$ cat config.mk
export PLATFORM = sky130hd
export DESIGN_NAME = pad_multitap_responder
export DESIGN_NICKNAME = d
export VERILOG_FILES = /design/src/rtl/pce_pad_pkg.sv /design/src/rtl/pad_sync.sv /design/src/rtl/pad_multitap_responder.sv
export SDC_FILE = /design/constraint.sdc
export NUM_CORES = 1
export LEC_CHECK = 0
export ABC_AREA = 0
export CAP_MARGIN = 40
export CORE_UTILIZATION = 48
export CTS_BUF_LIST = sky130_fd_sc_hd__clkbuf_4 sky130_fd_sc_hd__clkbuf_8
export DETAILED_ROUTE_END_ITERATION = 10
export PLACE_DENSITY = 0.75
export SKIP_LAST_GASP = 1
export SLEW_MARGIN = 20
export SYNTH_ARGS = -nofsm -noshare
export SYNTH_HDL_FRONTEND = slang
export SYNTH_SLANG_ARGS = --single-unit
$ cat constraint.sdc
create_clock -name clock -period 2.1 [get_ports clock]
set_input_delay 0.525 -clock clock [delete_from_list [all_inputs] [get_ports clock]]
set_output_delay 0.525 -clock clock [all_outputs]
set_load 0.01 [all_outputs]
$ cat src/rtl/pce_pad_pkg.sv
// Shared definitions for the PC Engine joypad / multitap responder.
// Button bit positions within a pad byte and the fixed K nibble codes.
package pce_pad_pkg;

   typedef enum logic [2:0] {
      BTN_I      = 3'd0,
      BTN_II     = 3'd1,
      BTN_SELECT = 3'd2,
      BTN_RUN    = 3'd3,
      BTN_UP     = 3'd4,
      BTN_RIGHT  = 3'd5,
      BTN_DOWN   = 3'd6,
      BTN_LEFT   = 3'd7
   } btn_bit_e;

   localparam logic [3:0] PAD_K_CLR  = 4'h0;
   localparam logic [3:0] PAD_K_NONE = 4'hF;

   // Active-low nibble for one pad: directions when sel=1, action buttons when sel=0.
   function automatic logic [3:0] pad_nibble(input logic [7:0] btn, input logic sel);
      logic [3:0] nib;
      if (sel) nib = {btn[BTN_LEFT], btn[BTN_DOWN], btn[BTN_RIGHT], btn[BTN_UP]};
      else     nib = {btn[BTN_RUN], btn[BTN_SELECT], btn[BTN_II], btn[BTN_I]};
      return ~nib;
   endfunction

endpackage

$ cat src/rtl/pad_sync.sv
// Generic multi-bit level synchronizer: STAGES flops per bit, async active-low reset to 0.
module pad_sync #(
   parameter int WIDTH  = 8,
   parameter int STAGES = 2
) (
   input  logic             clock,
   input  logic             reset_N,
   input  logic [WIDTH-1:0] d,
   output logic [WIDTH-1:0] q
);

   logic [STAGES-1:0][WIDTH-1:0] sync_q, sync_d;

   always_comb begin
      sync_d    = sync_q;
      sync_d[0] = d;
      for (int s = 1; s < STAGES; s++) sync_d[s] = sync_q[s-1];
   end

   always_ff @(posedge clock or negedge reset_N) begin
      if (!reset_N) sync_q <= '0;
      else          sync_q <= sync_d;
   end

   assign q = sync_q[STAGES-1];

endmodule

$ cat src/rtl/pad_multitap_responder.sv
// Controller side of the HuC6280 joypad port: SEL/CLR from the CPU select a pad and
// nibble, K returns the active-low button state, with an optional 5-port tap scan.
module pad_multitap_responder
   import pce_pad_pkg::*;
#(
   parameter int NUM_PADS    = 5,
   parameter int MULTITAP_EN = 1,
   parameter int SYNC_STAGES = 2
) (
   input  logic                  clock,
   input  logic                  reset_N,
   input  logic                  SEL,
   input  logic                  CLR,
   input  logic [8*NUM_PADS-1:0] BUTTONS,
   output logic [3:0]            K,
   output logic [2:0]            PAD_IDX
);

   localparam logic [2:0] IDX_END = 3'(NUM_PADS);

   logic                  sel_q, sel_d;
   logic [2:0]            idx_q, idx_d;
   logic [3:0]            k_q, k_d;
   logic [8*NUM_PADS-1:0] btn_s;
   logic [7:0]            pad_btn;
   logic                  rise;

   pad_sync #(.WIDTH(8*NUM_PADS), .STAGES(SYNC_STAGES)) u_btn_sync (
      .clock   (clock),
      .reset_N (reset_N),
      .d       (BUTTONS),
      .q       (btn_s)
   );

   always_comb begin
      sel_d = SEL;
      rise  = SEL & ~sel_q;

      // CLR wins over any SEL edge; the count parks at IDX_END (past last pad).
      idx_d = idx_q;
      if (CLR)
         idx_d = '0;
      else if (rise && (MULTITAP_EN != 0) && (idx_q < IDX_END))
         idx_d = idx_q + 3'd1;

      // Nibble is taken from the pad the index lands on this cycle.
      pad_btn = '0;
      for (int p = 0; p < NUM_PADS; p++)
         if (idx_d == 3'(p)) pad_btn = btn_s[8*p +: 8];

      if (CLR)                  k_d = PAD_K_CLR;
      else if (idx_d == IDX_END) k_d = PAD_K_NONE;
      else                      k_d = pad_nibble(pad_btn, SEL);
   end

   always_ff @(posedge clock or negedge reset_N) begin
      if (!reset_N) begin
         sel_q <= 1'b0;
         idx_q <= '0;
         k_q   <= PAD_K_CLR;
      end else begin
         sel_q <= sel_d;
         idx_q <= idx_d;
         k_q   <= k_d;
      end
   end

   assign K       = k_q;
   assign PAD_IDX = idx_q;

endmodule
======== After elaboration in Yosys (flattened, before gate mapping) ========
Index checks and enable logic that the tools add are counted.
operators by class
  $add $sub $neg .......................... 1
  multiply operators ...................... 0
  div/mod/pow operators ................... 0
  magnitude comparators ................... 1
  equality and inequality tests ........... 5
  shift-type cells ........................ 0
  muxes and demuxes ....................... 12
  bitwise operators ....................... 3
  reductions and logical operators ........ 2
operator list
  cell                   count
  $mux W8                5
  $mux W4                5
  $eq A3 B2 Y1 const B   2
  $eq A3 B3 Y1 const B   2
  $mux W3                2
  $not A4 Y4             1
  $add A3 B1 Y3 const B  1
  $eq A3 B1 Y1 const B   1
  $logic_not A3 Y1       1
  $lt A3 B3 Y1 const B   1
  $and A1 B1 Y1          1
  $logic_and A1 B1 Y1    1
  $not A1 Y1             1
word-level totals
  register bits after elaboration ......... 88
  bits in latches ......................... 0
  RAM bits ................................ 0
  memory bits (read-only) ................. 0
  bits of input ports ..................... 44
  output and inout port bits .............. 7
  word-level logic and storage cells ...... 29
  memories kept ........................... 0

======== Depth between registers and ports, before layout ========
Gate-level depths: netlist of the first run.
  depth after elaboration ................. 17
  gate-level depth with buffers ........... 8
  gate-level depth less buffers ........... 7

======== Modules after synthesis ========
Synthesis of the first run repeated with hierarchy kept, for this count alone.
second synthesis, totals
  cells, all modules ...................... 180
  area total of the unflattened synthesis .. 2,875.3 µm²
by module, submodules not included
  module                  times used  cells an instance  area an instance (µm²)  seq. area each (µm²)
  pad_sync                1           80                 2,001.9                 2,001.9
  pad_multitap_responder  1           100                873.3                   200.2

======== Least setup slack after synthesis of the first run ========
OpenSTA, ideal clock, no wires.
  path kind ............................... input -> register
  start point ............................. input SEL
  end point ............................... register k_q[1] (netlist: K[1])
  library setup time ...................... 0.077 ns
  arrival ................................. 1.958 ns
  required time ........................... 2.023 ns
  path slack .............................. 0.065 ns
  cell stages on the path ................. 6
  path buffers ............................ 0
  path through ............................ nor3b_2 -> a21oi_2 -> nand2_2 -> mux4_2 -> a211o_1 -> a21oi_1
between the ends
  word-level cells in the longest chain between the ends .. 16
  elaborated cells between the ends (all ways) .. 21
  those cells by class .................... eq/ne (5); mux (12); bitwise (2); reduce/logical (2)
RTL lines
  element                 line                          text
  start: declaration      pad_multitap_responder.sv:12  input logic SEL,
  $and A1 B1 Y1           pad_multitap_responder.sv:37  rise = SEL & ~sel_q;
  $logic_and A1 B1 Y1     pad_multitap_responder.sv:43  else if (rise && (MULTITAP_EN != 0) && (idx_q < IDX_END))
  $mux W3                 pad_multitap_responder.sv:43
  $mux W3                 pad_multitap_responder.sv:41  if (CLR)
  $logic_not A3 Y1        pad_multitap_responder.sv:49  if (idx_d == 3'(p)) pad_btn = btn_s[8*p +: 8];
  $mux W8 (5 in a row)    pad_multitap_responder.sv:49
  $mux W4                 pce_pad_pkg.sv:22             if (sel) nib = {btn[BTN_LEFT], btn[BTN_DOWN], btn[BTN_RIGHT], btn[BTN_UP]};
  $mux W4                 pad_multitap_responder.sv:52  else if (idx_d == IDX_END) k_d = PAD_K_NONE;
  $mux W4                 pad_multitap_responder.sv:51  if (CLR) k_d = PAD_K_CLR;
  $not A4 Y4              pce_pad_pkg.sv:24             return ~nib;
  $mux W4 *               pad_multitap_responder.sv:52
  $mux W4 *               pad_multitap_responder.sv:51
  net k_d[1]              pad_multitap_responder.sv:23  logic [3:0] k_q, k_d;
  end signal: assignment  pad_multitap_responder.sv:64  k_q <= k_d;
  end: declaration        pad_multitap_responder.sv:23
Mark *: on every way through the listed nets, which the timed path passes. The rest lies on a longest branch. The select of a mux whose other input is x is not followed.

======== Final worst setup path of the first run ========
  start point ............................. register idx_q[2] (netlist: PAD_IDX[2])
  end point ............................... register k_q[1] (netlist: K[1])
between the ends
  word-level cells in the longest chain between the ends .. 16
  elaborated cells between the ends (all ways) .. 22
  those cells by class .................... add/sub (1); order compare (1); eq/ne (5); mux (12); bitwise (1); reduce/logical (2)
RTL lines
  element                   line                          text
  start: declaration        pad_multitap_responder.sv:22  logic [2:0] idx_q, idx_d;
  start signal: assignment  pad_multitap_responder.sv:63  idx_q <= idx_d;
  $lt A3 B3 Y1              pad_multitap_responder.sv:43
  $logic_and A1 B1 Y1       pad_multitap_responder.sv:43
  $mux W3 *                 pad_multitap_responder.sv:43
  $mux W3 *                 pad_multitap_responder.sv:41
  $logic_not A3 Y1          pad_multitap_responder.sv:49
  $mux W8 (5 in a row)      pad_multitap_responder.sv:49
  $mux W4                   pce_pad_pkg.sv:22
  $mux W4                   pad_multitap_responder.sv:52
  $mux W4                   pad_multitap_responder.sv:51
  $not A4 Y4                pce_pad_pkg.sv:24
  $mux W4 *                 pad_multitap_responder.sv:52
  $mux W4 *                 pad_multitap_responder.sv:51
  net k_d[1]                pad_multitap_responder.sv:23
Marks and branches as above.

==> out/qor.yml, run 1 <==
setup_path:
  start_kind: "flop"
  critical_path_class: "reg -> reg"
  crit_required_ps: 2370
  path_max_fanout: 6
  endpoint_kind: "flop"
  cp.arrival_ps: 2310
floorplanning:
  dieArea_mm2: 0.006095
  start_util: 0.5014
  die_h_um: 78.07
  rows: 27
  num_io_pins: 51
  core_mm2: 0.005540
  die_x_um: 78.07
layout:
  fin_cells: 326
  finish.utilization: 0.6791
  num_antenna_cells: 0
  ff_latch_area_mm2: 0.002203
  nets: 294
  fillers: 393
  area_delta_synth_final_pct: 35.45
  multiInputGateArea_um2: 569.3
  drive_gt1_frac: 0.2047
timing:
  skew_ps: 11.47
  finalHoldViolations: 0
  fmax_ghz: 0.4910
  fin_crit_sh: 0.9698
  setup_viol: 0
  tightest_slew_ps: 432.2
  slew_headroom: 0.7108
  period_needed_ps: 2037
  maxSlewViolCount: 0
placed_design:
  dp_cells: 308
  numPortBuffers: 50
  dpl.hpwl_um: 3390
  gp_congestion: 0.7753
logic_synthesis:
  yosys_warnings: 0
  yosysMostFrequentCell: "dfrtp_1"
  synthArstFlopShare: 1.000
  synthCells: 166
  yosys.area.top_type_share: 0.7928
  synth_area_leaders: "dfrtp_1, mux2i_1, mux4_2"
  syn_area_mm2: 0.002778
  synth-seq-area-share: 0.7928
  syn_area_per_cell_um2: 16.73
  synth_nets: 211
  ys_types: 40
  synth.top_cells.by_count: "dfrtp_1, mux2i_1"
  yosys_most_used_dff: "dfrtp_1"
  yosys.area.top_type: "dfrtp_1"
  synth.ff_latch_count: 88
  synth_edf_count: 0
power:
  vdd_ir_drop_max_mv: 0.5272
  p_leak_nw: 1.686
  powerDensity_mw_per_mm2: 835.2
global_route:
  grtUsageTotal: 0.1833
  grt_max_degree: 62
  grt_pass1_vias: 1674
  grt_pass1_wl_um: 7866
  grt_overflow: 0
  antenna_found_initial: 0
clock_network:
  ctsHoldBuffers: 0
  cts-root-buf: "clkbuf_8"
  cts_max_path_buffers: 2
  cts.sinks: 88
  cts_buffers: 9
  h-tree-depth: 3
  cts.clk_slew.worst_paths_ps: 80
  tritoncts: "yes"
  clock_latency_ps: 350
route:
  drtIter0Drc: 131
  totalWireLength_um: 4768
  drtAntennaViolNets: 0
  wl_per_cell_um: 14.63
  drc: 0
  vias: 1612
  drtPass1Iterations: 4
  vias_per_cell: 4.945
hold_path:
  worstHoldPathType: "in -> async"
flow_run:
  cap_violations: 0
run_status:
  status: "finished, final reports clean"
-- per-layer routing --
metal  up-vias  global-route usage  wire (um)
met5         -                   0          0
met4         0             0.09444         95
met3         7             0.05930        210
met2        46              0.2860       2431
met1       800              0.2310       2031
li1        759                   -          -
-- timing repair --
action,4_1_cts,5_1_grt
pin swaps,1,4
setup buffers,0,2
resized for setup,2,4
setup endpoints to repair,4,4
-- final timing paths --
check | start | end | slack, ps | cells past startpoint
max | PAD_IDX[2] | K[1] | 60 | 7
min | reset_N | u_btn_sync.sync_d[55] | 90 | 1
max reg2reg | PAD_IDX[2] | K[1] | 60 | 7
min reg2reg | u_btn_sync.sync_d[51] | u_btn_sync.q[11] | 340 | 0
max in group asynchronous | reset_N | PAD_IDX[2] | 1390 | 2
min in group clock | u_btn_sync.sync_d[51] | u_btn_sync.q[11] | 340 | 0
-- placed cells by master, fill, tap and decap left out, types with 5 or more instances in the layout --
cell	instances
dfrtp_1	87
o21ai_0	5
clkbuf_8	12
a21oi_1	5
clkdlybuf4s50_1	48
buf_4	24
nand2_1	5
mux2i_1	7
nor2_1	5
-- final cells by class --
cell class / count / share of cell area
sequential: 88 / 0.5856
inverter: 3 / 0.002993
timing repair buffer: 75 / 0.1862
clock inverter: 3 / 0.003991
multi-input combinational: 72 / 0.1513
clock buffer: 13 / 0.04589
tap: 72 / 0.02394
-- critical path, stage by stage (launching register included) --
cell	delay (ps)
dfrtp_2	440
buf_4	160
nor3b_4	220
a21oi_2	100
nand2_2	100
mux4_2	520
a211o_1	310
a21oi_1	120
-- logic make-up after synthesis --
group / Yosys count / synth area share
mux: 10 / 0.04505
compound gates: 32 / 0.08469
fa+ha+maj: 1 / 0.004504
flops: 88 / 0.7928
buf+inv: 6 / 0.009008
simple gates: 29 / 0.06397
-- where the power goes --
group | switching, mW | leakage [nW] | total [mW] | internal, mW
sequential | 0.0282 | 1.03 | 1.81 | 1.78
clock | 0.524 | 0.103 | 1.06 | 0.534
combinational | 0.118 | 0.549 | 0.276 | 0.158
total | 0.670 | 1.69 | 3.14 | 2.47
-- metrics by stage --
stage	setup WS [ps]	hold WS [ps]	instance area [um2]	power (mW)	setup TNS (ps)
3_5_place_dp	-476.5	334.7	3537	2.119	-1850
3_3_place_gp	-468.9	332.6	3537	2.110	-1709
4_1_cts	-0.4596	83.85	3727	3.172	-0.4596
6_report	63.48	92.03	3762	3.142	0
2_1_floorplan	64.62	229.4	2778	1.921	0
5_1_grt	-10.05	100.2	3762	3.282	-10.09
-- sequential cells by signal (all words and copies together) (netlist names) --
signal	flops
u_btn_sync.q	40
u_btn_sync.sync_d	40
K	4
PAD_IDX	3
sel_q	1
Note: power is estimated with default switching activity, not from simulation.
==> inputs of run 2 (changes only) <==
==> constraint.sdc (replaced) <==
create_clock -name clock -period 1.7 [get_ports clock]
set_input_delay 0.425 -clock clock [delete_from_list [all_inputs] [get_ports clock]]
set_output_delay 0.425 -clock clock [all_outputs]
set_load 0.01 [all_outputs]
==> run 2 against run 1 <==
  * The run now ends with setup timing left
  * Maximum frequency up 1.2%
  * Sequential share of layout area decreased by 1.9 points
  * Combinational power is 32% higher
  * Power is 27% higher
  * Worst hold slack improved by 260 ps
  * Register-to-register slack worse by 380 ps
  * Cell count rose by 3.1%
  * Sequential power grew 23%
  * Critical path depth unchanged
  * Clock-buffer cell count shrank 4
  * Core utilization increased by 2.3 points
  * Critical path type unchanged
==> out/qor.yml, run 2 (same netlist as run 1, synthesis figures left out) <==
run_status:
  status: "complete, but fails checks"
  violations: "setup timing"
setup_path:
  start_kind: "flop"
  r2r_end: "K[1]"
  ff2ff_path_depth: 7
  crit_chain: "buf_6 -> nor3b_4 -> a21oi_2 -> nand2_4 -> mux4_2 -> a211o_1 -> a21oi_2"
  critical_path_class: "reg -> reg"
  timing.rr.start: "PAD_IDX[2]"
  slowest_stage: "mux4_2"
  cp.arrival_ps: 2290
  cp_common_cell: "a21oi_2"
  crit_end: "K[1]"
  rrSetupSlack_ps: -310
  crit_required_ps: 1980
  path_max_fanout: 5
  crit_path_start: "PAD_IDX[2]"
  endpoint_kind: "flop"
  max_stage_delay_ps: 530
layout:
  drive_gt1_frac: 0.2614
  fillers: 376
  num_antenna_cells: 0
  ff_latch_area_mm2: 0.002205
  layout_commonest_cell: "dfrtp_1"
  area_delta_synth_final_pct: 39.96
  nets: 304
  multiInputGateArea_um2: 601.8
  final_cell_mix: "dfrtp_1, clkdlybuf4s50_1, buf_4, clkbuf_8, mux2i_1"
clock_network:
  cts-root-buf: "clkbuf_8"
  tritoncts: "yes"
  cts.sinks: 88
  cts.clk_slew.worst_paths_ps: 80
  cts_buffers: 9
  cts_max_path_buffers: 2
  h-tree-depth: 3
  clock_latency_ps: 350
timing:
  fin_crit_sh: 1.184
  worst_hold_slack_ps: 351.7
  tightest_slew_ps: 261.1
  slew_headroom: 0.8222
  rsz0062_at_grt: "yes"
  skew_ps: 7.051
  maxSlewViolCount: 0
  period_needed_ps: 2013
  fmax_ghz: 0.4967
  finalHoldViolations: 0
  setup_viol: 4
  timing.final.ws_setup_ps: -313.3
route:
  vias: 1671
  drtAntennaViolNets: 0
  drtPass1Iterations: 4
  totalWireLength_um: 4933
  vias_per_cell: 4.973
  drtIter0Drc: 222
  drc: 0
  wl_per_cell_um: 14.68
global_route:
  grt_pass1_vias: 1688
  antenna_found_initial: 0
  grt_pass1_wl_um: 8135
  grt_overflow: 0
  grt_max_degree: 50
  grtUsageTotal: 0.1812
placed_design:
  gp_congestion: 0.8440
  numPortBuffers: 50
  dpl.hpwl_um: 3315
floorplanning:
  die_x_um: 78.07
  num_io_pins: 51
  start_util: 0.5014
  dieArea_mm2: 0.006095
  rows: 27
  die_h_um: 78.07
  core_mm2: 0.005540
hold_path:
  worstHoldPathType: "reg -> reg"
  worstHoldStart: "u_btn_sync.sync_d[46]"
flow_run:
  cap_violations: 0
power:
  p_leak_nw: 1.750
  power_mw: 3.991
  powerDensity_mw_per_mm2: 1027
  vdd_ir_drop_max_mv: 0.6411
run 2: cell types whose count changed in the layout (fill, tap and decap cells not counted), sizes merged:
cell and change:
dlygate4sd3 +1, clkinvlp +1, dlygate4sd2 +3, buf +9, clkdlybuf4s50 -3, bufinv +1, clkbuf -4, inv +2
run 2: what timing repair did:
item                                    4_1_cts  5_1_grt
endpoints found under the setup margin        7        4
pin swaps                                     4        7
hold endpoints to repair                     17        0
resized for setup                            12        5
setup buffers                                 4        3
hold buffers                                  1        0
run 2: worst max-delay path: cells and delay by family (launching register included):
| kind | cells | cell delay (ps) |
|---|---|---|
| AOI/OAI and AO/OA | 3 | 520 |
| buffers and inverters | 1 | 140 |
| DFF | 1 | 440 |
| muxes | 1 | 530 |
| and+or+nand+nor | 2 | 320 |
run 2: how the worst min path moves through the flow:
| stage | endpoint | slack (ps) | depth (start not counted) |
|---|---|---|---|
| 6_report | u_btn_sync.q[6] | 350 | 0 |
| 4_1_cts | u_btn_sync.q[24] | 350 | 0 |
| 3_3_place_gp | u_btn_sync.q[28] | 310 | 1 |
| 5_1_grt | u_btn_sync.q[21] | 360 | 0 |
| 3_5_place_dp | u_btn_sync.sync_d[44] | 310 | 1 |
| 2_1_floorplan | K[0] | 130 | 0 |
run 2: layer usage:
| layer | part of all wire | global-route usage | wire [um] | vias up |
|---|---|---|---|---|
| li1 | - | - | - | 779 |
| met1 | 0.46 | 0.2537 | 2256 | 835 |
| met2 | 0.49 | 0.2737 | 2402 | 46 |
| met3 | 0.033 | 0.03140 | 163 | 11 |
| met4 | 0.022 | 0.09815 | 110 | 0 |
| met5 | 0 | 0 | 0 | - |
run 2: metrics by stage:
stage / instance area [um2] / setup TNS, ps / cells / utilization / worst slack [ps]
global placement: 3587 / -3858 / 312 / 0.6475 / -763.2
CTS: 3845 / -936.2 / 333 / 0.6940 / -297.0
finish: 3887 / -1140 / 336 / 0.7017 / -313.3
detailed placement: 3587 / -4023 / 312 / 0.6475 / -797.1
global route: 3887 / -1508 / 336 / 0.7017 / -403.8
floorplan: 2798 / -688.2 / 166 / - / -200.1
run 2: final cells by class:
cell class / instances / area share
Clock inverter: 7 / 0.01802
Tap cell: 72 / 0.02317
Timing Repair Buffer: 85 / 0.2021
Sequential cell: 88 / 0.5671
Clock buffer: 9 / 0.03186
Inverter: 3 / 0.002897
Multi-Input combinational cell: 72 / 0.1548
run 2: report_power, final:
part	switching, mW	internal [mW]
Combinational	0.155	0.210
Clock	0.711	0.681
Sequential	0.0349	2.20
Total	0.901	3.09
==> inputs of run 3 (changes only) <==
--- a/config.mk
+++ b/config.mk
@@ -11,6 +11,7 @@
 export CTS_BUF_LIST = sky130_fd_sc_hd__clkbuf_4 sky130_fd_sc_hd__clkbuf_8
 export DETAILED_ROUTE_END_ITERATION = 10
 export PLACE_DENSITY = 0.75
+export SETUP_SLACK_MARGIN = 0.1
 export SKIP_LAST_GASP = 1
 export SLEW_MARGIN = 20
 export SYNTH_ARGS = -nofsm -noshare
==> run 3 against run 2 <==
  * The run still ends with setup timing left
  * First-iteration DRC count decreased by 14%
  * Via count decreased by 0.30%
  * Critical path depth unchanged
  * Sequential cell count unchanged
  * Clock-buffer cell count unchanged
  * Final area about the same
  * Global-route usage unchanged
  * Die area unchanged
  * Cell count unchanged
  * Critical path type unchanged
  * Critical endpoint unchanged
  * Largest power group unchanged
  * Highest routed layer unchanged
==> out/qor.yml, run 3 (same netlist as run 1, synthesis figures left out) <==
global_route:
  grt_pass1_wl_um: 8135
  grt_busiest_layer: "met2"
  grtUsageMet2: 0.2737
  grt_max_degree: 50
  grtUsageTotal: 0.1812
  grt_overflow: 0
  grt_use_met1: 0.2537
  grtUsageMet3: 0.03140
  grt_pass1_vias: 1688
  antenna_found_initial: 0
setup_path:
  critPathTopFamily: "multiplexers"
  ff2ff_path_depth: 7
  crit_chain: "buf_6 -> nor3b_4 -> a21oi_2 -> nand2_4 -> mux4_2 -> a211o_1 -> a21oi_2"
  slowest_stage: "mux4_2"
  cp_num_cells: 7
  path_buf_inv: 1
  endpoint_kind: "flop"
  crit_required_ps: 1980
  cp.arrival_ps: 2290
  path_max_fanout: 5
  start_kind: "flop"
  critical_path_class: "reg -> reg"
  max_stage_delay_ps: 530
  cp_common_cell: "a21oi_2"
layout:
  drive_gt1_frac: 0.2652
  final_cell_mix: "dfrtp_1, clkdlybuf4s50_1, buf_4, clkbuf_8, mux2i_1"
  layout_commonest_cell: "dfrtp_1"
  finish.utilization: 0.7010
  nets: 304
  fillers: 375
  area_delta_synth_final_pct: 39.82
  num_antenna_cells: 0
route:
  drtIter0Drc: 190
  wl_per_cell_um: 14.54
  vias: 1666
  drc: 0
  totalWireLength_um: 4884
  vias_per_cell: 4.958
  drtPass1Iterations: 4
  drtAntennaViolNets: 0
floorplanning:
  num_io_pins: 51
  die_x_um: 78.07
  dieArea_mm2: 0.006095
  die_h_um: 78.07
  core_mm2: 0.005540
  start_util: 0.5014
  rows: 27
placed_design:
  numPortBuffers: 50
  gp_congestion: 0.8440
  dpl.hpwl_um: 3315
  place_ws_ps: -797.1
flow_run:
  cap_violations: 0
timing:
  worst_hold_slack_ps: 351.7
  setup_viol: 4
  fmax_ghz: 0.4974
  rsz0062_at_grt: "yes"
  timing.final.ws_setup_ps: -310.3
  period_needed_ps: 2010
  tightest_slew_ps: 262.0
  fin_crit_sh: 1.183
  slew_headroom: 0.8216
  tns_ps: -1133
  skew_ps: 7.052
  finalHoldViolations: 0
  maxSlewViolCount: 0
clock_network:
  h-tree-depth: 3
  cts_max_path_buffers: 2
  cts.clk_slew.worst_paths_ps: 80
  cts-root-buf: "clkbuf_8"
  cts.sinks: 88
  tritoncts: "yes"
  clock_latency_ps: 350
  cts_buffers: 9
run_status:
  violations: "setup timing"
  status: "complete, but fails checks"
hold_path:
  worstHoldPathType: "reg -> reg"
  whs_path_depth: 0
power:
  vdd_ir_drop_max_mv: 0.6411
  p_leak_nw: 1.758
  powerDensity_mw_per_mm2: 1025
[run 3: cell types whose count changed in the layout (fill, tap and decap cells not counted)]
cell             previous run  this run
buf_4                      30        29
buf_6                       4         5
clkdlybuf4s50_1            45        41
clkdlybuf4s15_1             0         1
clkbuf_2                    0         1
dlygate4sd2_1               4         6
[run 3: final timing paths]
| kind | to | start | slack (ps) |
|---|---|---|---|
| worst max-delay path | K[1] | PAD_IDX[2] | -310 |
| worst min-delay path | u_btn_sync.q[6] | u_btn_sync.sync_d[46] | 350 |
| worst max register to register | K[1] | PAD_IDX[2] | -310 |
| worst min register to register | u_btn_sync.q[6] | u_btn_sync.sync_d[46] | 350 |
| max in group asynchronous | u_btn_sync.q[14] | reset_N | 670 |
| min in group asynchronous | u_btn_sync.sync_d[44] | reset_N | 480 |
[run 3: what timing repair did]
action / in CTS / in global routing
endpoints found under the hold margin: 17 / 0
setup endpoints to repair: 13 / 7
gates resized for setup: 18 / 7
hold buffers: 1 / 0
buffers inserted: 4 / 3
pin swaps: 4 / 7
[run 3: cell type report]
class                   count  area [um2]  share of cell area
clock inverters             7       70.07             0.01804
repair buffers             85       782.0              0.2014
multi-input cells          72       601.8              0.1550
clock buffers               9       123.9             0.03189
flip-flops and latches     88        2205              0.5677
well taps                  72       90.09             0.02320
inverters                   3       11.26            0.002899
[run 3: stage by stage]
step | std cells | cell area [um2] | total power, mW
floorplan | 166 | 2798 | 2.379
global placement | 312 | 3587 | 2.620
detailed placement | 312 | 3587 | 2.628
CTS | 333 | 3842 | 3.990
global route | 336 | 3884 | 4.173
finish | 336 | 3884 | 3.981
[run 3: worst reg2reg max path: stages (launching register included)]
cell	delay, ps
dfrtp_2	440
buf_6	140
nor3b_4	240
a21oi_2	110
nand2_4	80
mux4_2	530
a211o_1	290
a21oi_2	110
[run 3: per-layer routing]
metal | share of wire | wire length [um]
met3 | 0.030 | 148
met4 | 0.022 | 106
met5 | 0 | 0
met1 | 0.46 | 2232
met2 | 0.49 | 2398
[run 3: power breakdown]
part	leakage (nW)	internal, mW	total (mW)	switching (mW)
registers	1.03	2.20	2.23	0.0346
clock network	0.0998	0.681	1.39	0.707
logic	0.625	0.205	0.360	0.155
